--- src/rtl/uart_tx_frame_sequencer.sv ---
// UART transmit framer: start bit, LSB-first data, optional parity, 1 or 2 stop bits.
// All line-facing outputs are registered from the next-state decode so they change on the clock edge.
module uart_tx_frame_sequencer #(
  parameter int DATA_WIDTH   = 8,
  parameter int CLKS_PER_BIT = 16,
  parameter int CNT_W        = $clog2(CLKS_PER_BIT)
) (
  input  logic                  clk,
  input  logic                  rst,
  input  logic [DATA_WIDTH-1:0] tx_data,
  input  logic                  tx_valid,
  output logic                  tx_ready,
  input  logic [1:0]            parity_mode,
  input  logic                  stop_bits_2,
  output logic                  tx_serial,
  output logic                  tx_busy,
  output logic                  tx_done,
  output logic [1:0]            bit_select
);

  localparam int IDX_W = $clog2(DATA_WIDTH);
  localparam logic [CNT_W-1:0] CNT_MAX  = CNT_W'(CLKS_PER_BIT - 1);
  localparam logic [IDX_W-1:0] IDX_LAST = IDX_W'(DATA_WIDTH - 1);
  localparam logic [IDX_W-1:0] IDX_ONE  = IDX_W'(1);

  localparam logic [1:0] SEL_START  = 2'b00;
  localparam logic [1:0] SEL_STOP   = 2'b01;
  localparam logic [1:0] SEL_DATA   = 2'b10;
  localparam logic [1:0] SEL_PARITY = 2'b11;

  typedef enum logic [2:0] {
    S_IDLE,
    S_START,
    S_DATA,
    S_PARITY,
    S_STOP
  } state_e;

  state_e                state_q, state_d;
  logic [CNT_W-1:0]      cnt_q, cnt_d;
  logic [IDX_W-1:0]      idx_q, idx_d;
  logic [DATA_WIDTH-1:0] shreg_q, shreg_d;
  logic                  par_en_q, par_en_d;
  logic                  par_bit_q, par_bit_d;
  logic                  stop2_q, stop2_d;

  logic                  serial_q, serial_d;
  logic [1:0]            sel_q, sel_d;
  logic                  done_q, done_d;
  logic                  busy_q, ready_q;

  logic                  accept;
  logic                  bit_end;

  // ready_q mirrors (state_q == S_IDLE), so accept never fires mid-frame.
  assign accept  = tx_valid & ready_q;
  assign bit_end = (cnt_q == CNT_MAX);

  always_comb begin
    state_d   = state_q;
    cnt_d     = cnt_q;
    idx_d     = idx_q;
    shreg_d   = shreg_q;
    par_en_d  = par_en_q;
    par_bit_d = par_bit_q;
    stop2_d   = stop2_q;

    case (state_q)
      S_IDLE: begin
        if (accept) begin
          state_d   = S_START;
          cnt_d     = '0;
          idx_d     = '0;
          shreg_d   = tx_data;
          par_en_d  = (parity_mode == 2'b01) || (parity_mode == 2'b10);
          par_bit_d = (parity_mode == 2'b10) ? ~^tx_data : ^tx_data;
          stop2_d   = stop_bits_2;
        end
      end
      default: begin
        if (!bit_end) begin
          cnt_d = cnt_q + 1'b1;
        end else begin
          cnt_d = '0;
          case (state_q)
            S_START: begin
              state_d = S_DATA;
              idx_d   = '0;
            end
            S_DATA: begin
              shreg_d = shreg_q >> 1;
              if (idx_q == IDX_LAST) begin
                state_d = par_en_q ? S_PARITY : S_STOP;
                idx_d   = '0;
              end else begin
                idx_d = idx_q + 1'b1;
              end
            end
            S_PARITY: begin
              state_d = S_STOP;
              idx_d   = '0;
            end
            S_STOP: begin
              if (stop2_q && (idx_q == '0)) begin
                idx_d = IDX_ONE;
              end else begin
                state_d = S_IDLE;
                idx_d   = '0;
              end
            end
            default: state_d = S_IDLE;
          endcase
        end
      end
    endcase

    case (state_d)
      S_START:  begin serial_d = 1'b0;       sel_d = SEL_START;  end
      S_DATA:   begin serial_d = shreg_d[0]; sel_d = SEL_DATA;   end
      S_PARITY: begin serial_d = par_bit_d;  sel_d = SEL_PARITY; end
      default:  begin serial_d = 1'b1;       sel_d = SEL_STOP;   end
    endcase

    // Pulse lands in the last cycle of the final stop bit.
    done_d = (state_d == S_STOP) && (cnt_d == CNT_MAX) &&
             (!stop2_d || (idx_d == IDX_ONE));
  end

  always_ff @(posedge clk) begin
    if (rst) begin
      state_q   <= S_IDLE;
      cnt_q     <= '0;
      idx_q     <= '0;
      shreg_q   <= '0;
      par_en_q  <= 1'b0;
      par_bit_q <= 1'b0;
      stop2_q   <= 1'b0;
      serial_q  <= 1'b1;
      sel_q     <= SEL_STOP;
      done_q    <= 1'b0;
      busy_q    <= 1'b0;
      ready_q   <= 1'b1;
    end else begin
      state_q   <= state_d;
      cnt_q     <= cnt_d;
      idx_q     <= idx_d;
      shreg_q   <= shreg_d;
      par_en_q  <= par_en_d;
      par_bit_q <= par_bit_d;
      stop2_q   <= stop2_d;
      serial_q  <= serial_d;
      sel_q     <= sel_d;
      done_q    <= done_d;
      busy_q    <= (state_d != S_IDLE);
      ready_q   <= (state_d == S_IDLE);
    end
  end

  assign tx_serial  = serial_q;
  assign tx_busy    = busy_q;
  assign tx_done    = done_q;
  assign tx_ready   = ready_q;
  assign bit_select = sel_q;

endmodule
--- config.mk ---
export PLATFORM = sky130hd
export DESIGN_NAME = uart_tx_frame_sequencer
export DESIGN_NICKNAME = d
export VERILOG_FILES = /design/src/rtl/uart_tx_frame_sequencer.sv
export SDC_FILE = /design/constraint.sdc
export NUM_CORES = 1
export LEC_CHECK = 0
export BUFFER_PORTS_ARGS = -buffer_cell sky130_fd_sc_hd__buf_4
export CAP_MARGIN = 0
export CORE_MARGIN = 2
export CORE_UTILIZATION = 40
export CTS_CLUSTER_DIAMETER = 50
export DETAILED_ROUTE_END_ITERATION = 10
export GPL_TIMING_DRIVEN = 0
export PLACE_DENSITY_LB_ADDON = 0.1
export SLEW_MARGIN = 20
export SYNTH_ARGS = -nofsm -noshare
export SYNTH_HDL_FRONTEND = slang
export SYNTH_SLANG_ARGS = --single-unit
--- constraint.sdc ---
create_clock -name clk -period 2.9 [get_ports clk]
set_clock_uncertainty 0.2 [all_clocks]
set_input_delay 0.58 -clock clk [delete_from_list [all_inputs] [get_ports clk]]
set_output_delay 0.58 -clock clk [all_outputs]
set_load 0.1 [all_outputs]
# Word level (Yosys, flattened, before mapping)
# Index checks and enable logic that the tools add are counted.
# totals
ff_bits	27
output_inout_bits	6
# op_classes
add_sub_neg	2
n_eq_ne	15
n_mux	27
bitwise_logic	1
reduce_logical	17
# ops
cell	n
two-way mux 8 bit	4
two-way mux 3 bit	10
equality test 3 x 2 -> 1 bit, second input constant	4
two-way mux 4 bit	3
one-hot mux 3 bit (4 select lines)	1
equality test 3 x 1 -> 1 bit, second input constant	3
equality test 3 bit, second input constant	3
zero test 3 bit	3
one-hot mux 3 bit (3 select lines)	1
equality test 4 bit, second input constant	2
XNOR reduction 8 bit	1
XOR reduction 8 bit	1
two-way mux 1 bit	6
one-hot mux 2 bit (3 select lines)	1
adder 4 x 1 -> 4 bit, second input constant	1
nonzero test 2 bit	2
adder 3 x 1 -> 3 bit, second input constant	1
logical AND 1 bit	3
one-hot mux 1 bit (3 select lines)	1
AND reduction 3 bit	1
nonzero test 3 bit	1
equality test 2 x 1 -> 1 bit, second input constant	1
equality test 2 bit, second input constant	1
logical OR 1 bit	2
5 further kinds	5

# Logic depth before layout (Yosys ltp)
# Gate-level depths: netlist (run 1).
# depth
ltp_word	9
depth_mapped	8
ltp_nobuf	7

# Worst setup path before layout (run 1)
# OpenSTA, ideal clock, no wires.
# synth_path
path_type	register to register
from	register ready_q, in the netlist tx_ready
to	register serial_q, in the netlist tx_serial
setup_ns	0.130
t_arrival_ns	2.102
required_ns	2.570
setup_slack_ns	0.468
stages_incl_launch_ff	6
n_path_buf	0
period_less_slack_ns	2.432
cell_sequence	dfxtp_1 nand2_1 nor2_4 nor2_2 a2111oi_2 a211oi_1
# synth_via
elab_chain_cells	5
# synth_rtl
element	line_no	text
start: declaration	50	logic busy_q, ready_q;
start signal: assignment	155	ready_q <= (state_d == S_IDLE);
bitwise AND 1 bit *	56	assign accept = tx_valid & ready_q;
two-way mux 3 bit	70	if (accept) begin
two-way mux 3 bit	68	case (state_q)
equality test 3 x 2 -> 1 bit or equality test 3 x 1 -> 1 bit (tied branches)	117	case (state_d)
one-hot mux 1 bit (3 select lines) *	117	
end signal: assignment	151	serial_q <= serial_d;
end: declaration	47	logic serial_q, serial_d;
# Every way passes the cells marked *; elsewhere a longest branch is shown, timed or not. The select of a mux whose other input is x is not followed.
# A chain may end at the register's enable or synchronous reset.

# Worst setup path after layout (run 1)
# layout_path
from	register cnt_q[0]
to	register serial_q, in the netlist tx_serial
# layout_via
elab_chain_cells	5
# layout_rtl
element	line_no	text
start: declaration	40	logic [CNT_W-1:0] cnt_q, cnt_d;
start signal: assignment	145	cnt_q <= cnt_d;
equality test 4 bit *	57	assign bit_end = (cnt_q == CNT_MAX);
two-way mux 3 bit	81	if (!bit_end) begin
two-way mux 3 bit	68	
equality test 3 x 2 -> 1 bit or equality test 3 x 1 -> 1 bit (tied branches)	117	
one-hot mux 1 bit (3 select lines) *	117	
# Marks and branches as above.

==> summary.txt, run 1 <==
Clock tree
  • TritonCTS clock tree: done
  • CTS clk-pin slew, worst paths: 0.14 ns
  • Clock Path Buffers: 2
  • # H-tree levels: 1
  • Setup bufs post-CTS: 0
  • Clk Latency, worst-skew pair: between 0.3 and 0.4 ns
  • CTS Buf Count: 3
  • Hold_buf cts: 0
  • Root buffer cell: clkbuf_4
  • Post-cts resize count: 0
  • Clock Sinks: 27

Routing
  • DRC viols: 0
  • Detailed Route Iter0 Violations: 43
  • Post-DRT Antenna Nets: 0
  • Final wirelength: roughly 3000 um
  • Via Count: about 1.2k
  • First-pass DRT Iterations: 4
  • WL per Instance: 13.6 um
  • DR vias/cell: between 5 and 6

Die
  • Row count: 21
  • Die Footprint: 0.00393 mm2
  • Effective utilization at floorplan: 0.416
  • Die Span Y: 62.7 um
  • Placeable Area: between 0.003 and 0.004 mm2
  • I/O pins: 20
  • Die X: roughly 63 um

Run status
  • Status: completed

Placement
  • Port bufs: 19
  • Gpl congestion: between 0.8 and 0.9
  • Placed Instance Area: roughly 0.0016 mm2
  • DP Wirelength: about 2300 um

Worst setup path
  • Critical path class: reg2reg
  • CP Capture Type: flip-flop
  • Critical R2R Capture: tx_serial$_SDFF_PP1_
  • Max stage delay on crit path: ~0.45 ns
  • CP max-delay cell: dfxtp_1
  • CP arrival: approximately 2.4 ns
  • R2R depth: 6
  • Crit path to: tx_serial$_SDFF_PP1_
  • Crit-path max FO: 6
  • Worst EP required: ~2.9 ns
  • Crit path from: cnt_q[0]$_SDFF_PP0_
  • Reg2reg start: cnt_q[0]$_SDFF_PP0_
  • Type of origin of the critical path: flip-flop
  • Worst reg2reg setup slack: around 0.54 ns
  • CP Cell Sequence: ha_1 > nand3_1 > and2_1 > or3_1 > a2111oi_2 > a211oi_1

STA
  • Setup TNS: 0 ns
  • Slew HR: 0.641
  • Fmax: around 420 MHz
  • Crit share post-route: 0.813
  • Minimum clock period: about 2.4 ns
  • RSZ-0062 raised after global routing: false
  • Setup-failing EPs final: 0
  • Hold Vio Cnt, Final: 0
  • Final slew viol count: 0
  • Slew @ Worst Pin: 0.539 ns

Global routing
  • GRT Max-Usage Layer: met2
  • Total GRT Usage: 0.164
  • GR Util met3: 0.0270
  • Vias in the first global route: about 1.2k
  • Initial antenna violation count: 0
  • Met2 Usage GRT: 0.272
  • First-pass GRT wire length: between 5000 and 6000 um
  • Met1 Use GR: 0.216
  • Gr ovfl total: 0
  • Largest net degree at the start of global routing: 15

Power and ir drop
  • Combinational share of power: 0.284
  • Sw Pwr: around 270 uW
  • Overall power: around 810 uW
  • Clock Power Share: 0.197
  • Internal power: 532 uW
  • Leak: a little over 0.6 nW
  • Sequential power share: 0.519
  • Pwr per Cell Area: about 500 mW/mm2
  • Sw frac: 0.340
  • Peak VDD IR: approximately 230 uV

Synth
  • Synthesized area: approximately 0.0014 mm2
  • Asr flop ratio synth: 0
  • Number of synthesized flops with an enable pin: 0
  • Synth Net Count: ~170
  • Avg Synthesized Cell Area: 9.05 um2
  • Gate Count Post-Synth: 152
  • Sequential area share after synthesis: 0.393
  • Distinct cells, synth: 45
  • Synth Flop Type: dfxtp_1
  • Seq cells post-synth: 27
  • Ys Warns: 0

Final layout
  • Layout cells sized above 1: 0.200
  • Layout area overhead: 16.5%
  • Register Area: between 500 and 600 um2
  • Multi-input logic area: about 800 um2
  • Number of diodes: 0
  • Final Instance Area: 0.00160 mm2
  • Fin nets: roughly 200
  • Fillers: around 340

Min path
  • Hold Crit Class: reg2reg

Run
  • Max-cap violations: 0
power by group through the flow:
| stage | Sequential, mW | Clock (mW) | Combinational [mW] |
|---|---|---|---|
| final | 0.418 | 0.159 | 0.229 |
| after detailed placement | 0.426 | 0 | 0.229 |
| after floorplan | 0.487 | 0 | 0.107 |
| after CTS | 0.418 | 0.166 | 0.230 |
| after global placement | 0.425 | 0 | 0.226 |
| after global routing | 0.421 | 0.178 | 0.247 |
cell usage after synthesis (2+ instances only):
cell | instances | area share
ha_1 | 5 | 0.045
mux2i_1 | 2 | 0.015
nor4b_1 | 4 | 0.025
nor2_1 | 14 | 0.038
nand3_1 | 7 | 0.025
nor3_1 | 6 | 0.022
nand2_1 | 11 | 0.030
buf_2 | 3 | 0.011
a32oi_1 | 2 | 0.013
clkbuf_1 | 2 | 0.0055
o21ai_0 | 4 | 0.015
xnor2_1 | 3 | 0.019
dfxtp_1 | 27 | 0.39
inv_1 | 3 | 0.0082
nor2b_1 | 3 | 0.014
o31ai_1 | 2 | 0.011
a22oi_1 | 7 | 0.038
a21oi_1 | 14 | 0.051
a31oi_1 | 2 | 0.0091
nor2_4 | 2 | 0.016
a211oi_1 | 2 | 0.011
or3_1 | 3 | 0.014
nor3b_1 | 2 | 0.011
metal layers:
layer	share of wire	vias to the layer above
met4	0.018	0
met2	0.46	32
li1	-	607
met5	0	-
met1	0.47	565
met3	0.046	6
state kept, by name (all words and copies together), names as in the netlist, 2 cells and up:
register / flops
shreg_q: 8
bit_select: 2
state_q: 3
idx_q: 3
cnt_q: 4
worst max-delay path: cells and delay by family (launching register included):
kind	cells	cell delay, ns
adder cells (fa/ha/maj)	1	0.26
AND/OR/NAND/NOR	3	0.94
AO/OA/AOI/OAI	2	0.41
flip-flops	1	0.45
through the flow:
step	worst slack [ns]	utilization	instances	hold WS [ns]
finish	0.542	0.484	221	0.270
floorplan	0.468	-	152	0.237
detailed placement	0.485	0.476	217	0.255
global placement	0.474	0.476	217	0.245
global route	0.299	0.484	221	0.269
CTS	0.522	0.484	221	0.267
worst min path at each step:
stage                       startpoint                 endpoint  slack [ns]  depth (start not counted)
2_1_floorplan  shreg_q[1]$_SDFFE_PP0P_  shreg_q[1]$_SDFFE_PP0P_        0.24                          2
3_5_place_dp   shreg_q[5]$_SDFFE_PP0P_  shreg_q[5]$_SDFFE_PP0P_        0.26                          2
5_1_grt                            rst      cnt_q[3]$_SDFF_PP0_        0.27                          2
6_report       shreg_q[3]$_SDFFE_PP0P_  shreg_q[3]$_SDFFE_PP0P_        0.27                          2
3_3_place_gp   shreg_q[4]$_SDFFE_PP0P_  shreg_q[4]$_SDFFE_PP0P_        0.24                          2
4_1_cts                            rst      cnt_q[3]$_SDFF_PP0_        0.27                          2
cells by family (layout without fill, tap and decap cells):
| logic type | Yosys count | count (layout) | share of synthesized area |
|---|---|---|---|
| AOI/OAI and AO/OA | 39 | 39 | 0.194 |
| DFF | 27 | 27 | 0.393 |
| and+or+nand+nor | 64 | 64 | 0.262 |
| muxes | 3 | 3 | 0.0227 |
| xor gates and xnor gates | 6 | 6 | 0.0591 |
| buffers and inverters | 8 | 31 | 0.0245 |
| adders and majority gates | 5 | 5 | 0.0455 |
layout make-up:
| type | count | share of cell area |
|---|---|---|
| tap | 46 | 0.0359 |
| inverter | 3 | 0.00703 |
| buffer | 5 | 0.0141 |
| timing repair buffer | 19 | 0.0890 |
| multi-input combinational | 117 | 0.500 |
| sequential | 27 | 0.337 |
| clock buffer | 4 | 0.0164 |
layout by cell type (no fill, tap or decap), drive strengths merged, types with 4 or more instances in the layout:
cell	count
dfxtp	27
buf	22
nor2	17
a21oi	15
nand2	11
nand3	7
a22oi	7
nor3	7
clkbuf	6
ha	5
o21ai	4
nor4b	4
Power figures use the tool's default switching activity.
==> inputs of run 2 (changes only) <==
- clock period: 2.9 -> 2.4 ns (I/O delays scaled with it)
==> summary.txt, run 2 (same netlist as run 1, synthesis figures left out) <==
Run status
  • Status: completed

STA
  • Slew @ Worst Pin: just over 0.5 ns
  • Crit share post-route: 0.941
  • RSZ-0062 raised after global routing: false
  • Post-route setup slack: approximately 0.14 ns
  • Setup TNS: 0 ns
  • Minimum clock period: around 2.3 ns
  • Hold WS: between 0.15 and 0.2 ns
  • Hold Vio Cnt, Final: 0
  • Fmax: ~440 MHz
  • Final slew viol count: 0
  • Slew HR: 0.655
  • Setup-failing EPs final: 0

Die
  • Die Footprint: around 0.004 mm2
  • Row count: 21
  • Effective utilization at floorplan: 0.416
  • Die X: 62.7 um
  • Die Span Y: 62.7 um
  • Placeable Area: roughly 0.0033 mm2
  • I/O pins: 20

Routing
  • DR top layer: met4
  • First-pass DRT Iterations: 4
  • WL per Instance: 13.5 um
  • Metal-1 WL: 1450 um
  • Post-DRT Antenna Nets: 0
  • Met2 routed WL: ~1400 um
  • Via Count: between 1k and 1.5k
  • Met3 wire len: around 110 um
  • Final wirelength: around 3000 um
  • Detailed Route Iter0 Violations: 53
  • DRC viols: 0
  • DR vias/cell: approximately 5.4

Final layout
  • Fillers: 336
  • Commonest non-fill, non-tap cell in the layout: dfxtp_1
  • Leading cell types in the layout, fill and taps excluded: dfxtp_1 (25), buf_4 (19), nor2_1 (14)
  • Number of diodes: 0
  • Largest registers: shreg_q x8, cnt_q x4
  • Non-filler cells, final: between 200 and 250
  • Most flop-heavy register: shreg_q
  • Largest register FFs: 8
  • Layout cells sized above 1: 0.246
  • Fin nets: approximately 200
  • Layout area overhead: 18.8%

Global routing
  • Vias in the first global route: about 1.1k
  • Total GRT Usage: 0.165
  • Largest net degree at the start of global routing: 16
  • First-pass GRT wire length: ~5200 um
  • Gr ovfl total: 0
  • Initial antenna violation count: 0

Clock tree
  • Post-cts resize count: 0
  • Hold_buf cts: 0
  • CTS clk-pin slew, worst paths: 0.14 ns
  • CTS Buf Count: 3
  • Clock Sinks: 27
  • TritonCTS clock tree: done
  • # H-tree levels: 1
  • Clock Path Buffers: 2
  • Setup bufs post-CTS: 0
  • Root buffer cell: clkbuf_4
  • Clk Latency, worst-skew pair: 0.32 ns

Run
  • Max-cap violations: 0

Power and ir drop
  • Peak VDD IR: ~220 uV
  • Pwr per Cell Area: 598 mW/mm2
  • Leak: about 0.62 nW

Worst setup path
  • Critical R2R Capture: tx_serial$_SDFF_PP1_
  • Critical path class: reg2reg
  • Crit path to: tx_serial$_SDFF_PP1_
  • Worst EP required: ~2.4 ns
  • Worst reg2reg setup slack: about 0.14 ns
  • R2R depth: 5
  • Reg2reg start: state_q[1]$_SDFF_PP0_
  • CP Capture Type: flip-flop
  • Crit-path max FO: 10
  • Type of origin of the critical path: flip-flop
  • Crit path from: state_q[1]$_SDFF_PP0_
  • CP arrival: between 2 and 2.5 ns

Placement
  • Port bufs: 19
  • Post-place setup slack: between 0.06 and 0.07 ns
  • Cell count after placement: 217
  • Gpl congestion: between 0.8 and 0.9
  • DP Wirelength: between 2000 and 2500 um

Min path
  • Hold Crit Class: in2reg
[run 2: cell types whose count changed in the layout (fill, tap and decap cells not counted), sizes merged]
cell    delta
buf        -1
clkinv     +1
[run 2: layout make-up]
cell class / count / area, um2 / area share
sequential: 27 / 543 / 0.332
timing repair buffer: 19 / 143 / 0.0872
clock inverter: 1 / 5.00 / 0.00306
inverter: 3 / 11.3 / 0.00689
clock buffer: 3 / 22.5 / 0.0138
buffer: 5 / 25.0 / 0.0153
multi-input combinational: 117 / 828 / 0.507
tap: 46 / 57.6 / 0.0352
[run 2: worst min path at each step]
| stage | cells after the start | startpoint | end | slack, ns |
|---|---|---|---|---|
| floorplan | 2 | shreg_q[1]$_SDFFE_PP0P_ | shreg_q[1]$_SDFFE_PP0P_ | 0.24 |
| global placement | 2 | shreg_q[4]$_SDFFE_PP0P_ | shreg_q[4]$_SDFFE_PP0P_ | 0.24 |
| detailed placement | 2 | shreg_q[3]$_SDFFE_PP0P_ | shreg_q[3]$_SDFFE_PP0P_ | 0.25 |
| CTS | 2 | rst | cnt_q[3]$_SDFF_PP0_ | 0.15 |
| global route | 2 | rst | cnt_q[3]$_SDFF_PP0_ | 0.17 |
| finish | 2 | rst | cnt_q[3]$_SDFF_PP0_ | 0.17 |
[run 2: critical path: stages (launching register included)]
cell and delay (ns):
dfxtp_1 0.55, or3b_4 0.46, nor2_4 0.29, nor2_2 0.17, a2111oi_2 0.37, a211oi_1 0.11
[run 2: per-layer routing]
layer	vias to the layer above	GRT usage
li1	609	-
met1	559	0.215
met2	19	0.265
met3	6	0.0342
met4	0	0.0750
met5	-	0
[run 2: metrics by stage]
stage / power, mW / utilization / instance area [um2]
after floorplan: 0.719 / - / 1380
after global placement: 0.787 / 0.477 / 1580
after detailed placement: 0.791 / 0.477 / 1580
after CTS: 0.984 / 0.485 / 1610
after global routing: 1.03 / 0.494 / 1640
final: 0.977 / 0.494 / 1640
[run 2: where the power goes]
part	internal, mW	switching, mW	leakage [nW]	total, mW
combinational	0.101	0.180	0.384	0.281
clock	0.0625	0.128	0.0177	0.190
sequential	0.482	0.0240	0.221	0.506
total	0.645	0.332	0.623	0.977
